===== src/rtl/player_sprite_animator_pkg.sv =====
// player_anim_pkg
// Shared types and sheet-layout helpers for the player sprite animator.
//   anim_state_t : animation pose class (IDLE / WALK / JUMP), 2-bit encoded
//   frame_sz()   : pixels (ROM words) in one sprite frame
//   dir_off()    : ROM offset between the right- and left-facing sheets
package player_anim_pkg;

  typedef enum logic [1:0] {
    IDLE = 2'd0,
    WALK = 2'd1,
    JUMP = 2'd2
  } anim_state_t;

  function automatic int frame_sz(input int sprite_w, input int sprite_h);
    return sprite_w * sprite_h;
  endfunction

  // With mirroring the left pose reuses the right sheet, so no offset.
  function automatic int dir_off(input int num_walk_frames, input int sprite_w,
                                 input int sprite_h, input int mirror);
    return (mirror != 0) ? 0 : (num_walk_frames + 2) * sprite_w * sprite_h;
  endfunction

endpackage


===== src/rtl/player_sprite_animator_sequencer.sv =====
// anim_frame_sequencer
// Per-video-frame pose tracker: animation state, walk-cycle position,
// hold counter and facing-direction latch. Everything advances only on
// frame_tick so a whole displayed frame uses one pose.
// Ports:
//   clk, reset        : clock, synchronous active-high reset
//   frame_tick        : one-cycle pulse per video frame
//   moving, jumping   : player motion flags (jumping wins)
//   direction         : 0 = right, 1 = left, latched on tick
//   state             : current animation state (also the FSM debug view)
//   frame_index       : sheet frame number for the current pose
//   dir               : latched facing direction
module anim_frame_sequencer
  import player_anim_pkg::*;
#(
  parameter int NUM_WALK_FRAMES = 6,
  parameter int FRAME_HOLD      = 8,
  localparam int FI_W           = $clog2(NUM_WALK_FRAMES + 2)
) (
  input  logic              clk,
  input  logic              reset,
  input  logic              frame_tick,
  input  logic              moving,
  input  logic              jumping,
  input  logic              direction,
  output anim_state_t       state,
  output logic [FI_W-1:0]   frame_index,
  output logic              dir
);

  localparam int WIDX_W = $clog2(NUM_WALK_FRAMES);
  localparam int HOLD_W = (FRAME_HOLD > 1) ? $clog2(FRAME_HOLD) : 1;

  anim_state_t       state_q, state_d;
  logic [WIDX_W-1:0] walk_idx;
  logic [HOLD_W-1:0] hold_cnt;
  logic              dir_q;

  // State register
  always_ff @(posedge clk) begin
    if (reset)           state_q <= IDLE;
    else if (frame_tick) state_q <= state_d;
  end

  // Next-state logic: the pose is purely a function of the motion flags
  always_comb begin
    state_d = IDLE;
    if (jumping)     state_d = JUMP;
    else if (moving) state_d = WALK;
  end

  // Walk-cycle counters and direction latch
  always_ff @(posedge clk) begin
    if (reset) begin
      walk_idx <= '0;
      hold_cnt <= '0;
      dir_q    <= 1'b0;
    end else if (frame_tick) begin
      dir_q <= direction;
      if (state_d == WALK) begin
        if (state_q != WALK) begin
          // Entering the walk always restarts the cycle from its first frame.
          walk_idx <= '0;
          hold_cnt <= '0;
        end else if (hold_cnt == HOLD_W'(FRAME_HOLD - 1)) begin
          hold_cnt <= '0;
          walk_idx <= (walk_idx == WIDX_W'(NUM_WALK_FRAMES - 1)) ? '0
                                                                 : walk_idx + WIDX_W'(1);
        end else begin
          hold_cnt <= hold_cnt + HOLD_W'(1);
        end
      end
    end
  end

  // Output logic
  always_comb begin
    frame_index = '0;
    case (state_q)
      IDLE:    frame_index = '0;
      WALK:    frame_index = FI_W'(walk_idx) + FI_W'(1);
      JUMP:    frame_index = FI_W'(NUM_WALK_FRAMES + 1);
      default: frame_index = '0;
    endcase
  end

  assign state = state_q;
  assign dir   = dir_q;

endmodule


===== src/rtl/player_sprite_animator.sv =====
// player_sprite_animator
// Animated player sprite addresser. Tracks the pose via anim_frame_sequencer
// and, per drawn pixel, registers a sprite-ROM address and on-sprite flag.
// Ports:
//   frame_Clk, Reset        : pixel clock, synchronous active-high reset
//   frame_tick              : one-cycle pulse per video frame
//   moving, jumping         : motion flags from the player logic
//   playerDirection         : 0 = right, 1 = left
//   DrawX, DrawY            : current pixel
//   PlayerX, PlayerY        : sprite top-left
//   playerOn                : pixel inside sprite box (registered)
//   spriteAddress           : sprite ROM address (registered)
//   animState               : 0 IDLE, 1 WALK, 2 JUMP
//   frameIndex              : current sheet frame
module player_sprite_animator
  import player_anim_pkg::*;
#(
  parameter int SPRITE_W        = 48,
  parameter int SPRITE_H        = 68,
  parameter int NUM_WALK_FRAMES = 6,
  parameter int FRAME_HOLD      = 8,
  parameter int MIRROR          = 0,
  parameter int BASE_ADDR       = 0,
  parameter int ADDR_W          = 21,
  localparam int FI_W           = $clog2(NUM_WALK_FRAMES + 2)
) (
  input  logic              frame_Clk,
  input  logic              Reset,
  input  logic              frame_tick,
  input  logic              moving,
  input  logic              jumping,
  input  logic              playerDirection,
  input  logic [9:0]        DrawX,
  input  logic [9:0]        DrawY,
  input  logic [9:0]        PlayerX,
  input  logic [9:0]        PlayerY,
  output logic              playerOn,
  output logic [ADDR_W-1:0] spriteAddress,
  output logic [1:0]        animState,
  output logic [FI_W-1:0]   frameIndex
);

  localparam int FRAME_SZ = frame_sz(SPRITE_W, SPRITE_H);
  localparam int DIR_OFF  = dir_off(NUM_WALK_FRAMES, SPRITE_W, SPRITE_H, MIRROR);

  anim_state_t     state;
  logic [FI_W-1:0] frame_index;
  logic            dir;

  anim_frame_sequencer #(
    .NUM_WALK_FRAMES (NUM_WALK_FRAMES),
    .FRAME_HOLD      (FRAME_HOLD)
  ) u_seq (
    .clk         (frame_Clk),
    .reset       (Reset),
    .frame_tick  (frame_tick),
    .moving      (moving),
    .jumping     (jumping),
    .direction   (playerDirection),
    .state       (state),
    .frame_index (frame_index),
    .dir         (dir)
  );

  // 11-bit compare so a sprite near the right/bottom edge never wraps
  // around and produces hits at small coordinates.
  logic [10:0] draw_x_e, draw_y_e, player_x_e, player_y_e;
  logic        hit;
  logic [9:0]  dx, dy, col;
  logic [ADDR_W-1:0] frame_base, pix_off;

  always_comb begin
    draw_x_e   = {1'b0, DrawX};
    draw_y_e   = {1'b0, DrawY};
    player_x_e = {1'b0, PlayerX};
    player_y_e = {1'b0, PlayerY};
    hit = (draw_x_e >= player_x_e) && (draw_x_e <= player_x_e + 11'(SPRITE_W - 1)) &&
          (draw_y_e >= player_y_e) && (draw_y_e <= player_y_e + 11'(SPRITE_H - 1));
    dx  = DrawX - PlayerX;
    dy  = DrawY - PlayerY;
    col = ((MIRROR != 0) && dir) ? 10'(SPRITE_W - 1) - dx : dx;
    frame_base = ADDR_W'(BASE_ADDR) + ADDR_W'(frame_index) * ADDR_W'(FRAME_SZ) +
                 (dir ? ADDR_W'(DIR_OFF) : '0);
    pix_off    = ADDR_W'(dy) * ADDR_W'(SPRITE_W) + ADDR_W'(col);
  end

  always_ff @(posedge frame_Clk) begin
    if (Reset) begin
      playerOn      <= 1'b0;
      spriteAddress <= ADDR_W'(BASE_ADDR);
    end else begin
      playerOn      <= hit;
      spriteAddress <= hit ? frame_base + pix_off : frame_base;
    end
  end

  assign animState  = state;
  assign frameIndex = frame_index;

endmodule

===== config.mk =====
export PLATFORM = sky130hd
export DESIGN_NAME = player_sprite_animator
export DESIGN_NICKNAME = d
export VERILOG_FILES = /design/src/rtl/player_sprite_animator_pkg.sv /design/src/rtl/player_sprite_animator_sequencer.sv /design/src/rtl/player_sprite_animator.sv
export SDC_FILE = /design/constraint.sdc
export NUM_CORES = 1
export LEC_CHECK = 0
export CORE_MARGIN = 2
export CORE_UTILIZATION = 52
export CTS_BUF_LIST = sky130_fd_sc_hd__clkbuf_8
export DETAILED_ROUTE_END_ITERATION = 12
export GPL_ROUTABILITY_DRIVEN = 0
export PLACE_DENSITY = 0.79
export SETUP_SLACK_MARGIN = 0.05
export SLEW_MARGIN = 10
export SYNTH_ARGS = -nofsm -noshare
export SYNTH_HDL_FRONTEND = slang
export SYNTH_HIERARCHICAL = 1
export SYNTH_SLANG_ARGS = --single-unit

===== constraint.sdc =====
create_clock -name frame_Clk -period 15.58 [get_ports frame_Clk]
set_input_delay 3.116 -clock frame_Clk [delete_from_list [all_inputs] [get_ports frame_Clk]]
set_output_delay 3.116 -clock frame_Clk [all_outputs]
set_load 0.01 [all_outputs]

==> impl_metrics.csv <==
group,metric,value,unit
pwr,powerDensity,96.87,mW/mm^2
pwr,power_leakage,2.307,nW
timing,fin_crit_sh,0.4934,
finish,nets,726,
pwr,p_int,0.2697,mW
pwr,switchingPower,0.2186,mW
synthesis,yosysUniqueCellTypes,62,
clock_tree,ctsLongestPathBuffers,2,
clock_tree,ctsHoldBuffers,0,
critical_path,cp.arrival,7.81,ns
floorplanning,dieArea,0.008843,sq mm
critical_path,critPathKind,"input port to flop",
global_route,track_usage,0.2253,
detailed_routing,vias,3863,
global_route,first_global_vias,3824,
finish,syn_to_final_growth,19.56,%
job,maxCapViolCount,0,
global_route,antenna_found_initial,0,
synthesis,netlist_area,0.004215,sq mm
timing,relSlewSlack,0.3169,
finish,layoutNonFillerInstCount,685,
pwr,seq_power_share,0.157,
critical_path,cp-startpoint,"DrawY[0]",
critical_path,r2r_slack,10.23,ns
finish,fin_area,0.005040,sq mm
placement,place_inst,681,
synthesis,ys_async_sr_fraction,0,
clock_tree,clk_pin_slew_worst_paths,0.09,ns
critical_path,end_kind,"flop",
timing,fmax,130.1,MHz
clock_tree,cts_tree,"built",
floorplanning,initial_utilization,0.5399,
synthesis,synth_top_area_frac,0.2582,
clock_tree,post_cts_resized,0,
global_route,grt_start_max_net_pins,26,
placement,dp_slack,7.646,ns
critical_path,reg2reg_depth,21,
synthesis,yosys.area.top_type,"ha_1",
min_path,hold_class,"flop to flop",
critical_path,crit_fanout,6,
timing,slew_violations,0,
synthesis,synth_commonest_cells,"ha_1, inv_1, a21oi_1",
timing,setup_slack,7.893,ns
clock_tree,insertion_delay,0.27,ns
floorplanning,ios,73,
detailed_routing,drt_iter0_drc,145,
timing,finalCriticalPeriod,7.687,ns
critical_path,crit_end,"spriteAddress[17]",
detailed_routing,drc_errors,0,
floorplanning,core,0.007807,sq mm
timing,final-setup-viol-count,0,
synthesis,synth-main-ff-cell,"dfxtp_1",
clock_tree,h-tree-depth,1,
timing,fin_skew,0.008431,ns
synthesis,synth_most_common_cell,"ha_1",
detailed_routing,wl_per_cell,13.91,um
detailed_routing,avgViaCountPerCell,5.639,
floorplanning,num_rows,32,
pwr,combinationalPowerShare,0.756,
synthesis,ys_warn_count,6,
clock_tree,cts_buffers,3,
detailed_routing,ant_nets,0,
pwr,power.share.clock,0.087,
clock_tree,cts_root_buf,"clkbuf_8",
timing,worst_slew_pin_slew,1.016,ns
critical_path,r2r_end,"spriteAddress[17]",
synthesis,postSynthAreaPerCell,8.138,sq um
synthesis,synthCells,518,
critical_path,critPathLaunchType,"input port",
clock_tree,cts.sinks,28,
synthesis,synth_edf_count,0,
synthesis,yosys-top-cells-area,"ha_1, dfxtp_1, xnor2_1",
pwr,power.share.switching,0.4476,
placement,numPortBuffers,69,
critical_path,reg2reg_from,"u_seq/state[0]",
timing,tns,0,ns
clock_tree,post_cts_buffers,0,
timing,hold_viol,0,
global_route,grt_overflow,0,
floorplanning,die_w,94.04,um
finish,antennaDiodeCount,0,
detailed_routing,dr.pass1.iters,5,
timing,rsz0062_at_grt,"false",
synthesis,yosysSeqAreaShare,0.1330,
critical_path,critPathRequiredTime,15.70,ns
global_route,grt_first_pass_wirelength,16.51,mm
run_status,status,"complete, no violations",
floorplanning,die_h,94.04,um
pwr,peakVddDrop,0.05817,mV
min_path,hold_start,"u_seq/hold_cnt[1]",
finish,drive_above_1_share,0.03602,
detailed_routing,routed_wl,9.527,mm
placement,dpl-instance-area,0.004985,sq mm
placement,place_hpwl,8.206,mm
synthesis,ys_ff_latch,28,
worst min path at each step:
stage | endpoint | slack, ns | cells past startpoint
after floorplan | u_seq/hold_cnt[1] | 0.44 | 2
after global routing | u_seq/hold_cnt[1] | 0.49 | 2
after global placement | u_seq/hold_cnt[2] | 0.44 | 2
final | u_seq/hold_cnt[1] | 0.46 | 2
after detailed placement | u_seq/hold_cnt[1] | 0.46 | 2
after CTS | u_seq/hold_cnt[1] | 0.47 | 2
layout by cell type (no fill, tap or decap), types with 14 or more instances in the layout:
cell,netlist,routed
a21oi_1,44,44
clkdlybuf4s50_1,0,69
dfxtp_1,28,28
ha_1,87,87
inv_1,52,52
nand2_1,24,24
nand3_1,14,14
nor2_1,29,29
nor2b_1,16,16
nor3_1,14,14
o21ai_0,29,29
xnor2_1,38,38
cells by family (layout without fill, tap and decap cells):
family                   after synthesis  after routing  share of synthesized area
AO/OA/AOI/OAI                        136            136                     0.2107
flip-flops                            28             28                     0.1330
AND/OR/NAND/NOR                      142            142                     0.1826
buffers and inverters                 62            125                    0.06115
multiplexers                           2              2                   0.004749
adder cells (fa/ha/maj)               96             96                     0.3010
XOR/XNOR                              51             51                     0.1060
other                                  1              3                  0.0008896
sequential cells by signal (all words and copies together), names as in the netlist:
signal and count:
spriteAddress 18, u_seq/walk_idx 3, playerOn 1, u_seq/state 2, u_seq/hold_cnt 3, u_seq/dir 1
stage by stage:
step,util,hold slack [ns],power (mW)
4_1_cts,0.6455,0.4671,0.4891
6_report,0.6455,0.4648,0.4882
3_3_place_gp,0.6385,0.4434,0.4330
5_1_grt,0.6455,0.4867,0.5418
2_1_floorplan,-,0.4356,0.3668
3_5_place_dp,0.6385,0.4556,0.4435
power by group through the flow:
stage	Sequential (mW)	Clock, mW	Combinational, mW
floorplan	0.0798	0	0.287
global placement	0.0782	0	0.355
detailed placement	0.0783	0	0.365
CTS	0.0766	0.0437	0.369
global route	0.0769	0.0459	0.419
finish	0.0766	0.0425	0.369
cell type report:
type                    count  area [sq um]
clock buffers               4         55.05
fillers                   695          2768
inverters                  52         195.2
multi-input cells         430          3411
flip-flops and latches     28         560.5
well taps                 102         127.6
repair buffers             69         690.7
worst max-delay path: stages:
cell and delay (ns):
clkdlybuf4s50_1 0.45, inv_1 0.05, ha_1 0.23, fa_1 0.49, inv_1 0.08, ha_1 0.24, fa_1 0.42, a21o_1 0.17
a21oi_1 0.22, o21bai_1 0.09, a21oi_1 0.24, xnor2_1 0.16, ha_1 0.26, ha_1 0.27, or4_1 0.48, o21a_1 0.14
a31o_2 0.23, a21oi_1 0.19, nor2b_1 0.09, o21ai_0 0.15, nor3_1 0.06
routing by layer:
| metal | vias to the layer above | part of all wire | wire length [um] | GRT usage |
|---|---|---|---|---|
| met5 | - | 0 | 0 | 0 |
| met4 | 0 | 0.018 | 168 | 0.06039 |
| met3 | 13 | 0.031 | 300 | 0.008828 |
| met2 | 76 | 0.49 | 4711 | 0.4310 |
| met1 | 1792 | 0.46 | 4347 | 0.2724 |
| li1 | 1982 | - | - | - |
(Power assumes the default switching activity.)
